==> src/rtl/dot_acc_int32.sv <==
// dot_acc_int32: packet dot-product accumulator behind the integer multiplier.
// Sums products modulo 2^WIDTH until a term flagged last arrives.
// It then presents the sum, a saturating term count and a sticky signed-overflow
// flag on a registered valid/ready output.
//
// state   | meaning
// --------+------------------------------------------------------------
// ST_ACC  | collecting terms, in_ready=1, out_valid=0
// ST_HOLD | completed packet presented, in_ready=0, out_valid=1
module dot_acc_int32 #(
   parameter int WIDTH     = 32,
   parameter int CNT_WIDTH = 16
) (
   input  logic                 clk,
   input  logic                 rst,
   input  logic                 in_valid,
   output logic                 in_ready,
   input  logic [WIDTH-1:0]     in_prod,
   input  logic                 in_last,
   output logic                 out_valid,
   input  logic                 out_ready,
   output logic [WIDTH-1:0]     out_sum,
   output logic [CNT_WIDTH-1:0] out_count,
   output logic                 out_ovf
);

   typedef enum logic {
      ST_ACC  = 1'b0,
      ST_HOLD = 1'b1
   } state_t;

   state_t               state_q;
   logic [WIDTH-1:0]     acc_q;
   logic [CNT_WIDTH-1:0] cnt_q;
   logic                 ovf_q;
   logic [WIDTH-1:0]     sum_q;
   logic [CNT_WIDTH-1:0] count_q;
   logic                 res_ovf_q;

   logic [WIDTH-1:0]     acc_d;
   logic [CNT_WIDTH-1:0] cnt_d;
   logic                 ovf_d;
   logic                 in_xfer;

   // The output handshake is a function of the state register only.
   assign out_valid = (state_q == ST_HOLD);
   assign in_ready  = ~out_valid;
   assign in_xfer   = in_valid & in_ready;

   assign out_sum   = sum_q;
   assign out_count = count_q;
   assign out_ovf   = res_ovf_q;

   // Running values including the term currently offered.
   always_comb begin
      acc_d = acc_q + in_prod;
      cnt_d = (cnt_q == {CNT_WIDTH{1'b1}}) ? cnt_q : cnt_q + 1'b1;
      ovf_d = ovf_q;
      if ((acc_q[WIDTH-1] == in_prod[WIDTH-1]) && (acc_d[WIDTH-1] != acc_q[WIDTH-1])) begin
         ovf_d = 1'b1;
      end
   end

   // Accumulate terms, latch the result on last, release on the output transfer.
   always_ff @(posedge clk or posedge rst) begin
      if (rst) begin
         state_q   <= ST_ACC;
         acc_q     <= '0;
         cnt_q     <= '0;
         ovf_q     <= 1'b0;
         sum_q     <= '0;
         count_q   <= '0;
         res_ovf_q <= 1'b0;
      end else begin
         case (state_q)
            ST_ACC: begin
               if (in_xfer) begin
                  if (in_last) begin
                     sum_q     <= acc_d;
                     count_q   <= cnt_d;
                     res_ovf_q <= ovf_d;
                     acc_q     <= '0;
                     cnt_q     <= '0;
                     ovf_q     <= 1'b0;
                     state_q   <= ST_HOLD;
                  end else begin
                     acc_q <= acc_d;
                     cnt_q <= cnt_d;
                     ovf_q <= ovf_d;
                  end
               end
            end
            ST_HOLD: begin
               if (out_ready) begin
                  state_q <= ST_ACC;
               end
            end
            default: state_q <= ST_ACC;
         endcase
      end
   end

endmodule

==> config.mk <==
export PLATFORM = sky130hd
export DESIGN_NAME = dot_acc_int32
export DESIGN_NICKNAME = d
export VERILOG_FILES = /design/src/rtl/dot_acc_int32.sv
export SDC_FILE = /design/constraint.sdc
export NUM_CORES = 1
export LEC_CHECK = 0
export BUFFER_PORTS_ARGS = -buffer_cell sky130_fd_sc_hd__buf_2
export CAP_MARGIN = 15
export CORE_ASPECT_RATIO = 1.1
export CORE_UTILIZATION = 49
export CTS_CLUSTER_SIZE = 8
export DETAILED_ROUTE_END_ITERATION = 8
export PLACE_DENSITY = 0.7
export SETUP_SLACK_MARGIN = 0.15
export SLEW_MARGIN = 20
export SYNTH_ARGS = -nofsm -noshare
export SYNTH_HDL_FRONTEND = slang
export SYNTH_SLANG_ARGS = --single-unit
export TNS_END_PERCENT = 10
==> constraint.sdc <==
create_clock -name clk -period 4.15 [get_ports clk]
set_input_delay 0.415 -clock clk [delete_from_list [all_inputs] [get_ports clk]]
set_output_delay 0.415 -clock clk [all_outputs]
set_load 0.02 [all_outputs]
==> run_results.csv, run 1 <==
group,metric,value,unit
run_status,outcome,"finished, final reports clean",
pwr,powerDensity,683,nW/um2
die,start_util,50.8,%
place,pre_cts_slack,1.12,ns
timing,worst_slack,1.23,ns
synthesis,syn_inst,663,
timing,hold_viol_final,0,
cts,clk_latency,0.36,ns
die,dieArea,12500,um2
synthesis,synth_enable_flop_cells,0,
route,vias,5070,
place,io_buffer_count,87,
die,io_pins,88,
route,drtAntennaViolNets,0,
synthesis,async_flop_share,100,%
die,die_h,117,um
timing,min_period,2.92,ns
timing,skew,0.00876,ns
layout,area_growth_syn_to_layout,13.5,%
synthesis,synth-adder-area-share,7.13,%
timing,slew_headroom,32.4,%
flow_run,drv_cap,0,
synthesis,synth_top_family_by_area,"compound AO/OA/AOI/OAI gates",
synthesis,syn_avg_cell_area,8.89,um2
die,fp.coreArea,11600,um2
synthesis,synth_xor_xnor_area_share,5.50,%
synthesis,synth_area,5890,um2
die,num_rows,41,
timing,holdWs,0.237,ns
place,dp_cells,873,
worst_hold_path,hold_path_class,"in -> async",
layout,drive_gt1_share,18.5,%
synthesis,ys_ff_latch,99,
timing,fin_setup_tns,0,ns
synthesis,yosys.area_share.simple,18.1,%
pwr,p_leak,3.20,nW
setup_path,end_kind,"flop",
setup_path,crit_type,"reg -> reg",
cts,numCtsBuffers,9,
cts,htreeDepth,3,
grt,grt_start_max_net_pins,70,
die,die_w,107,um
route,viasPerCell,5.72,
place,globalplace.congestion,0.915,
layout,fin_cells,887,
cts,post-cts-setup-buffers,0,
place,dp_hpwl,9.85,mm
cts,hold_buffers,0,
grt,globalRouteTotalUtil,23.4,%
grt,antenna_found_initial,0,
setup_path,critical_path_arrival,3.22,ns
synthesis,mappedNetlistNets,733,
synthesis,synth_compound_area_share,22.9,%
synthesis,synth_flop_cell,"dfrtp_1",
route,first_pass_iters,5,
grt,grt_pass1_vias,4993,
setup_path,crit_fanout,4,
route,first_iter_violations,255,
cts,cts_root_buf,"clkbuf_16",
layout,final_nets,804,
pwr,max-vdd-ir-drop,303,uV
synthesis,yosysSeqAreaShare,42.0,%
grt,grt_pass1_wl,22.9,mm
layout,antenna_cells,0,
timing,tightest_slew,1.01,ns
timing,timing.final.max_slew_violations,0,
cts,clkTransAtPathRegs,0.07,ns
timing,clock.fmax,342,MHz
cts,cts_tree,"yes",
synthesis,yosys_warnings,0,
timing,rsz0062_at_grt,"no",
timing,finalCritPeriodShare,70.5,%
cts,clock-sinks,99,
grt,overflow,0,
setup_path,cp_data_required_time,4.44,ns
route,route.detailed.drc,0,
route,wl,13.8,mm
setup_path,setup.worst_path.start_class,"flop",
synthesis,muxShareOfSynthArea,0.425,%
cts,cts_resized,0,
route,wl_per_cell,15.5,um
timing,setup_viol,0,
synthesis,synth_cell_types,74,
cts,clock_path_buffers,2,
cell families (layout without fill, tap and decap cells):
family | count (synthesis) | count (layout)
AO/OA/AOI/OAI | 216 | 216
adder cells (fa/ha/maj) | 33 | 33
XOR/XNOR | 37 | 37
multiplexers | 2 | 2
AND/OR/NAND/NOR | 228 | 228
buffers and inverters | 48 | 122
flip-flops | 99 | 99
area by class of cell:
class	count	area [um2]
Inverter	17	66.3
Multi-Input combinational cell	516	3190
Clock buffer	12	267
Timing Repair Buffer	91	465
Fill cell	1085	4900
Clock inverter	2	35.0
Tap cell	150	188
Sequential cell	99	2480
sequential cells by signal (all words and copies together), names as in the netlist:
name and flops:
ovf_q 1, out_count 16, out_valid 1, out_ovf 1, out_sum 32, cnt_q 16
acc_q 32
layout by cell type (no fill, tap or decap), drive strengths merged, types with 12 or more instances in the layout:
master    n
nand2   121
o21ai   104
dfrtp    99
buf      91
a21oi    43
ha       32
nor2     27
nand3    25
xnor2    21
inv      17
xor2     16
a21o     14
and3     14
nor3     12
clkbuf   12
critical path, cell delays in order, from the launching register on:
cell and delay [ns]:
dfrtp_1 0.36, ha_1 0.19, inv_1 0.06, fa_1 0.41, nor2b_1 0.17, o2111ai_1 0.15, nand3_1 0.18, nand2_1 0.09
o21ai_0 0.41, a21oi_1 0.20, a2111oi_0 0.49, a211o_1 0.16
power by group:
part	switching (W)	total [W]	internal [W]
clock	0.000361	0.000870	0.000509
combinational	0.00139	0.00224	0.000852
sequential	0.000184	0.00146	0.00128
total	0.00193	0.00457	0.00264
worst paths after layout:
| kind | to | startpoint | slack (ns) | cells after the start |
|---|---|---|---|---|
| worst max-delay path | acc_q[28] | acc_q[0] | 1.23 | 11 |
| worst min-delay path | acc_q[5] | rst | 0.24 | 2 |
| worst max register to register | acc_q[28] | acc_q[0] | 1.23 | 11 |
| worst min register to register | out_sum[3] | out_sum[3] | 0.47 | 2 |
| max in group asynchronous | acc_q[27] | rst | 2.99 | 3 |
| min in group clk | out_valid | out_ready | 0.25 | 2 |
Yosys cell counts, drive strengths merged, types with 2 or more instances:
master,n,share of area [%]
nor2b,4,0.42
a21oi,43,3.7
or3,3,0.32
and3,14,1.5
o21a,6,0.76
a31oi,10,1.3
a211o,3,0.45
buf,8,1.0
o21ai,104,8.8
a21o,14,1.8
a2111oi,2,0.40
inv,17,1.1
o211ai,4,0.59
nand4,6,0.74
nor3,12,1.0
clkbuf,23,1.8
o31ai,9,1.1
ha,32,6.8
dfrtp,99,42
and4,4,0.68
nand3,25,2.2
nor4,2,0.32
a211oi,4,0.59
nor2,27,1.7
a21boi,2,0.25
nand2,121,7.8
xor2,16,2.4
and2,2,0.25
xnor2,21,3.1
layer usage:
metal  global-route usage [%]  vias to the layer above  share of wire (%)
met2                     39.6                      128                 48
li1                         -                     2494                  -
met3                     3.38                       27                4.3
met5                        0                        -                  0
met1                     29.4                     2421                 46
met4                     12.2                        0                2.3
per-stage QoR:
step                power (W)  util [%]  instance area, um2
global route          0.00492      57.7                6690
detailed placement    0.00370      55.1                6390
CTS                   0.00459      57.7                6690
finish                0.00457      57.7                6690
floorplan             0.00313         -                5890
global placement      0.00363      55.1                6390
(Power assumes the default switching activity.)
==> run 2, diff against run 1 <==
clock period = 2.9 ns   (was 4.15 ns; I/O delays follow)
==> run 2 against run 1 <==
Sequential share of layout area down 1.1 points. Fmax increased by 7.2%. Clock skew is 0.0023 ns higher. Utilization increased by 1.7 points. Wire length grew 2.5%.
==> run_results.csv, run 2 (synthesized netlist as in run 1, its figures left out) <==
group,metric,value,unit
run_status,outcome,"finished, final reports clean",
die,fp.coreArea,11600,um2
timing,tightest_slew,0.869,ns
pwr,powerDensity,968,nW/um2
timing,hold_viol_final,0,
timing,skew,0.0110,ns
place,place_area,6460,um2
pwr,p_leak,3.25,nW
timing,clock.fmax,367,MHz
layout,final_nets,815,
route,wl,14.1,mm
layout,final_common_cell,"nand2_1",
setup_path,critical_path_arrival,3.01,ns
grt,globalRouteTotalUtil,23.6,%
layout,area_growth_syn_to_layout,16.9,%
cts,cts_root_buf,"clkbuf_16",
cts,clock_path_buffers,2,
layout,multi_input_area,3300,um2
timing,slew_headroom,41.9,%
timing,min_period,2.73,ns
place,dp_hpwl,10.2,mm
timing,timing.final.max_slew_violations,0,
setup_path,cp_data_required_time,3.18,ns
route,wl_per_cell,15.7,um
grt,grt_pass1_vias,4950,
timing,holdWs,0.120,ns
place,dp_cells,881,
place,globalplace.congestion,0.937,
grt,grt_pass1_wl,23.3,mm
pwr,max-vdd-ir-drop,467,uV
cts,clk_latency,0.34,ns
route,first_pass_iters,5,
route,first_iter_violations,278,
die,die_h,117,um
grt,grt_start_max_net_pins,57,
timing,setup_viol,0,
setup_path,crit_fanout,6,
place,io_buffer_count,87,
grt,overflow,0,
die,dieArea,12500,um2
route,route.detailed.drc,0,
setup_path,end_kind,"flop",
flow_run,drv_cap,0,
cts,clock-sinks,99,
layout,fin_cells,900,
worst_hold_path,hold_path_class,"in -> async",
layout,regArea,2480,um2
timing,rsz0062_at_grt,"yes",
die,die_w,107,um
layout,nFillCells,1033,
layout,antenna_cells,0,
layout,drive_gt1_share,21.7,%
cts,cts_tree,"yes",
grt,antenna_found_initial,0,
die,io_pins,88,
die,start_util,50.8,%
route,vias,5146,
layout,stdcell_area,6890,um2
cts,numCtsBuffers,9,
die,num_rows,41,
cts,htreeDepth,3,
timing,finalCritPeriodShare,94.1,%
route,drtAntennaViolNets,0,
timing,fin_setup_tns,0,ns
setup_path,crit_type,"reg -> reg",
route,viasPerCell,5.72,
setup_path,setup.worst_path.start_class,"flop",
cts,clkTransAtPathRegs,0.07,ns
layout,layout_common_cells,"nand2_1 (117), dfrtp_1 (99), o21ai_0 (93)",
## run 2: cell types whose count changed in the layout (fill, tap and decap cells not counted), moves of 2 or more
cell / change
buf_4: +10
ha_1: -7
ha_2: +4
ha_4: +3
a211oi_1: -2
a211oi_2: +2
clkbuf_8: -2
clkinvlp_4: +2
## run 2: critical path, cell delays in order, from the launching register on
cell and delay [ns]:
dfrtp_1 0.39, ha_1 0.31, a211oi_2 0.24, o211ai_1 0.22
a211oi_2 0.28, and2b_4 0.25, a31oi_4 0.17, mux2_4 0.35
a2111oi_4 0.30, a311o_1 0.15
## run 2: area by class of cell
class	instances	share of cell area, %
Clock buffer	11	3.52
Inverter	17	0.980
Multi-Input combinational cell	516	47.8
Sequential cell	99	35.9
Timing Repair Buffer	102	8.13
Clock inverter	5	0.871
Tap cell	150	2.72
## run 2: path summary, 6_finish.rpt
check | start | end | slack [ns] | depth (start not counted)
setup reg to reg | acc_q[1] | acc_q[31] | 0.17 | 9
hold / removal | rst | acc_q[30] | 0.12 | 2
max in group asynchronous | rst | cnt_q[0] | 2.04 | 3
min in group clk | out_ready | out_valid | 0.12 | 2
setup / recovery | acc_q[1] | acc_q[31] | 0.17 | 9
hold reg to reg | out_sum[20] | out_sum[20] | 0.48 | 2
## run 2: repair_timing
action                                  in CTS  in global routing
gates resized for setup                      1                 18
hold buffers                                 0                  0
cloned                                       0                  0
buffers inserted                             0                  3
endpoints found under the setup margin       2                 13
pin swaps                                    0                  6
## run 2: stage by stage
| step | total power, W | worst slack, ns | util [%] |
|---|---|---|---|
| global placement | 0.00523 | 0.193 | 55.7 |
| detailed placement | 0.00532 | 0.0968 | 55.7 |
| global route | 0.00722 | 0.0952 | 59.4 |
| floorplan | 0.00448 | 0.389 | - |
| finish | 0.00667 | 0.172 | 59.4 |
| CTS | 0.00659 | 0.105 | 58.4 |
## run 2: routing by layer
layer	share of wire, %	vias up	track usage [%]
li1	-	2525	-
met1	45	2457	31.6
met2	47	148	39.4
met3	5.9	16	3.99
met4	1.6	0	7.67
met5	0	-	0
## run 2: where the power goes
group	total [W]	internal [W]	switching (W)
Combinational	0.00336	0.00132	0.00204
Sequential	0.00209	0.00182	0.000263
Clock	0.00123	0.000697	0.000530
==> run 3, diff against run 2 <==
ABC_AREA = 1   (was not set)
==> run 3 against run 2 <==
Clock power rose by 9%. Critical path type unchanged. Combinational power is 8.9% lower. Largest power group unchanged. Sequential share of layout area shrank 1.6 points. Synthesized area grew 6.8%. Register-to-register slack better by 0.42 ns. Global-route usage grew 3.3 points. First-iteration DRC count grew 23%. Fmax is 18% higher.
==> run_results.csv, run 3 <==
group,metric,value,unit
flow_run,drv_cap,0,
die,fp.coreArea,12600,um2
timing,clock.fmax,434,MHz
timing,skew,0.0143,ns
synthesis,yosysTopAreaCell,"dfrtp_1",
place,dp_hpwl,12.6,mm
pwr,powerDensity,890,nW/um2
pwr,internal_power,0.00360,W
route,route.detailed.drc,0,
grt,globalRouteTotalUtil,27.0,%
layout,final_nets,1040,
timing,fin_setup_tns,0,ns
synthesis,syn_inst,887,
synthesis,ys_ff_latch,99,
pwr,power.total,0.00643,W
route,viasPerCell,5.19,
setup_path,crit_type,"reg -> reg",
setup_path,crit_fanout,4,
cts,htreeDepth,3,
cts,cts_root_buf,"clkbuf_16",
setup_path,path_cells,"ha_1, inv_1, fa_1, inv_1, nand2_1, o21ai_2, nand2_1, nand2_1, nand2_1, nand2_1, nand2_1, nand2_1, nand2_1, nand3_1, nand2_1",
timing,finalCritPeriodShare,79.4,%
pwr,max-vdd-ir-drop,616,uV
synthesis,async_flop_share,100,%
setup_path,critPathSlowestCell,"fa_1",
synthesis,synth_cell_types,37,
synthesis,synth_top_area_share,39.4,%
die,num_rows,43,
route,wl_per_cell,14.8,um
timing,setup_viol,0,
cts,clk_latency,0.36,ns
timing,rsz0062_at_grt,"no",
synthesis,yosysSeqAreaShare,39.4,%
layout,antenna_cells,0,
route,first_iter_violations,342,
grt,antenna_found_initial,0,
route,drtAntennaViolNets,0,
synthesis,synth_area,6290,um2
cts,clock_path_buffers,2,
setup_path,end_kind,"flop",
cts,cts_resized,0,
die,die_h,121,um
layout,nFillCells,1251,
synthesis,synth_common_cells,"nand2_1 (341), dfrtp_1 (99), inv_1 (96)",
layout,drive_gt1_share,14.6,%
synthesis,synth.most_common_cell,"nand2_1",
timing,slew_headroom,56.0,%
cts,post-cts-setup-buffers,0,
worst_hold_path,hold_path_class,"in -> async",
grt,grt_pass1_wl,27.3,mm
setup_path,setup.worst_path.start_class,"flop",
run_status,outcome,"finished, final reports clean",
cts,hold_buffers,0,
pwr,p_leak,4.04,nW
synthesis,syn_avg_cell_area,7.10,um2
grt,grt_pass1_vias,5669,
synthesis,synth_flop_cell,"dfrtp_1",
pwr,netSwitchingFraction,44.0,%
cts,clkTransAtPathRegs,0.07,ns
route,wl,16.8,mm
layout,layout_common_cells,"nand2_1 (341), dfrtp_1 (99), inv_1 (94)",
grt,overflow,0,
place,globalplace.congestion,0.960,
pwr,p_sw,0.00283,W
timing,min_period,2.30,ns
cts,cts_tree,"yes",
route,vias,5874,
synthesis,mappedNetlistNets,957,
place,io_buffer_count,87,
die,dieArea,13300,um2
grt,grt_start_max_net_pins,73,
pwr,pwr-share-comb,47.6,%
setup_path,cpMostUsedCell,"nand2_1",
die,start_util,50.0,%
setup_path,cp_data_required_time,3.15,ns
synthesis,synth.area.top_cells,"dfrtp_1 (39%), nand2_1 (20%), ha_1 (6.4%), inv_1 (5.7%), nand3_1 (5.3%)",
die,io_pins,88,
route,first_pass_iters,5,
pwr,pwr-share-clk,20.8,%
setup_path,max_stage_delay,0.38,ns
setup_path,critical_path_arrival,2.56,ns
die,die_w,110,um
layout,area_growth_syn_to_layout,14.7,%
cts,numCtsBuffers,9,
layout,final_common_cell,"nand2_1",
synthesis,yosys_warnings,0,
timing,hold_viol_final,0,
synthesis,synth_enable_flop_cells,0,
timing,timing.final.max_slew_violations,0,
timing,tightest_slew,0.659,ns
cts,clock-sinks,99,
pwr,power.share.sequential,31.6,%
-- run 3: final cells by class --
class,instances,area [um2],share of cell area [%]
clock buffer,10,239,3.31
clock inverter,5,82.6,1.14
inverter,98,372,5.15
multi-input combinational,669,3350,46.4
sequential,99,2480,34.3
tap,157,196,2.72
timing repair buffer,93,505,7.00
-- run 3: critical path: cells and delay by family, from the launching register on --
| family | cells | cell delay, ns |
|---|---|---|
| compound gates | 1 | 0.22 |
| flops | 1 | 0.35 |
| fa+ha+maj | 2 | 0.60 |
| buf+inv | 2 | 0.16 |
| simple gates | 10 | 0.88 |
-- run 3: cells by family (layout without fill, tap and decap cells) --
logic type,count (synthesis),after routing,synth area share (%)
AOI/OAI and AO/OA,104,104,9.08
DFF,99,99,39.4
and+or+nand+nor,516,516,35.2
buffers and inverters,119,206,7.47
adders and majority gates,33,33,6.68
xor gates and xnor gates,16,16,2.23
-- run 3: through the flow --
step	setup slack [ns]	hold WS [ns]	area (um2)	instances	util [%]
floorplan	0.984	0.386	6300	887	-
global placement	0.643	0.402	6900	1116	54.8
detailed placement	0.570	0.414	6900	1116	54.8
CTS	0.601	0.0321	7220	1131	57.4
global route	0.358	0.0755	7220	1131	57.4
finish	0.596	0.0223	7220	1131	57.4
-- run 3: power by group through the flow --
stage,logic (W),clock network [W],registers [W]
after floorplan,0.00192,0,0.00231
final,0.00306,0.00134,0.00203
after global placement,0.00301,0,0.00205
after global routing,0.00347,0.00140,0.00208
after detailed placement,0.00305,0,0.00205
after CTS,0.00307,0.00136,0.00203
-- run 3: metal layers --
metal	up-vias	wire length, um	GRT usage (%)
met5	-	0	0
met4	0	444	11.3
met3	28	652	3.22
met2	140	8240	45.6
met1	2712	7430	34.5
li1	2994	-	-
-- run 3: worst paths after layout --
| path | startpoint | endpoint | slack, ns | cells past startpoint |
|---|---|---|---|---|
| worst max-delay path | acc_q[0] | out_sum[30] | 0.60 | 15 |
| worst min-delay path | rst | acc_q[19] | 0.02 | 2 |
| worst max register to register | acc_q[0] | out_sum[30] | 0.60 | 15 |
| worst min register to register | out_sum[25] | out_sum[25] | 0.48 | 2 |
| max in group asynchronous | rst | out_count[11] | 2.11 | 3 |
| min in group clk | out_ready | out_valid | 0.10 | 2 |
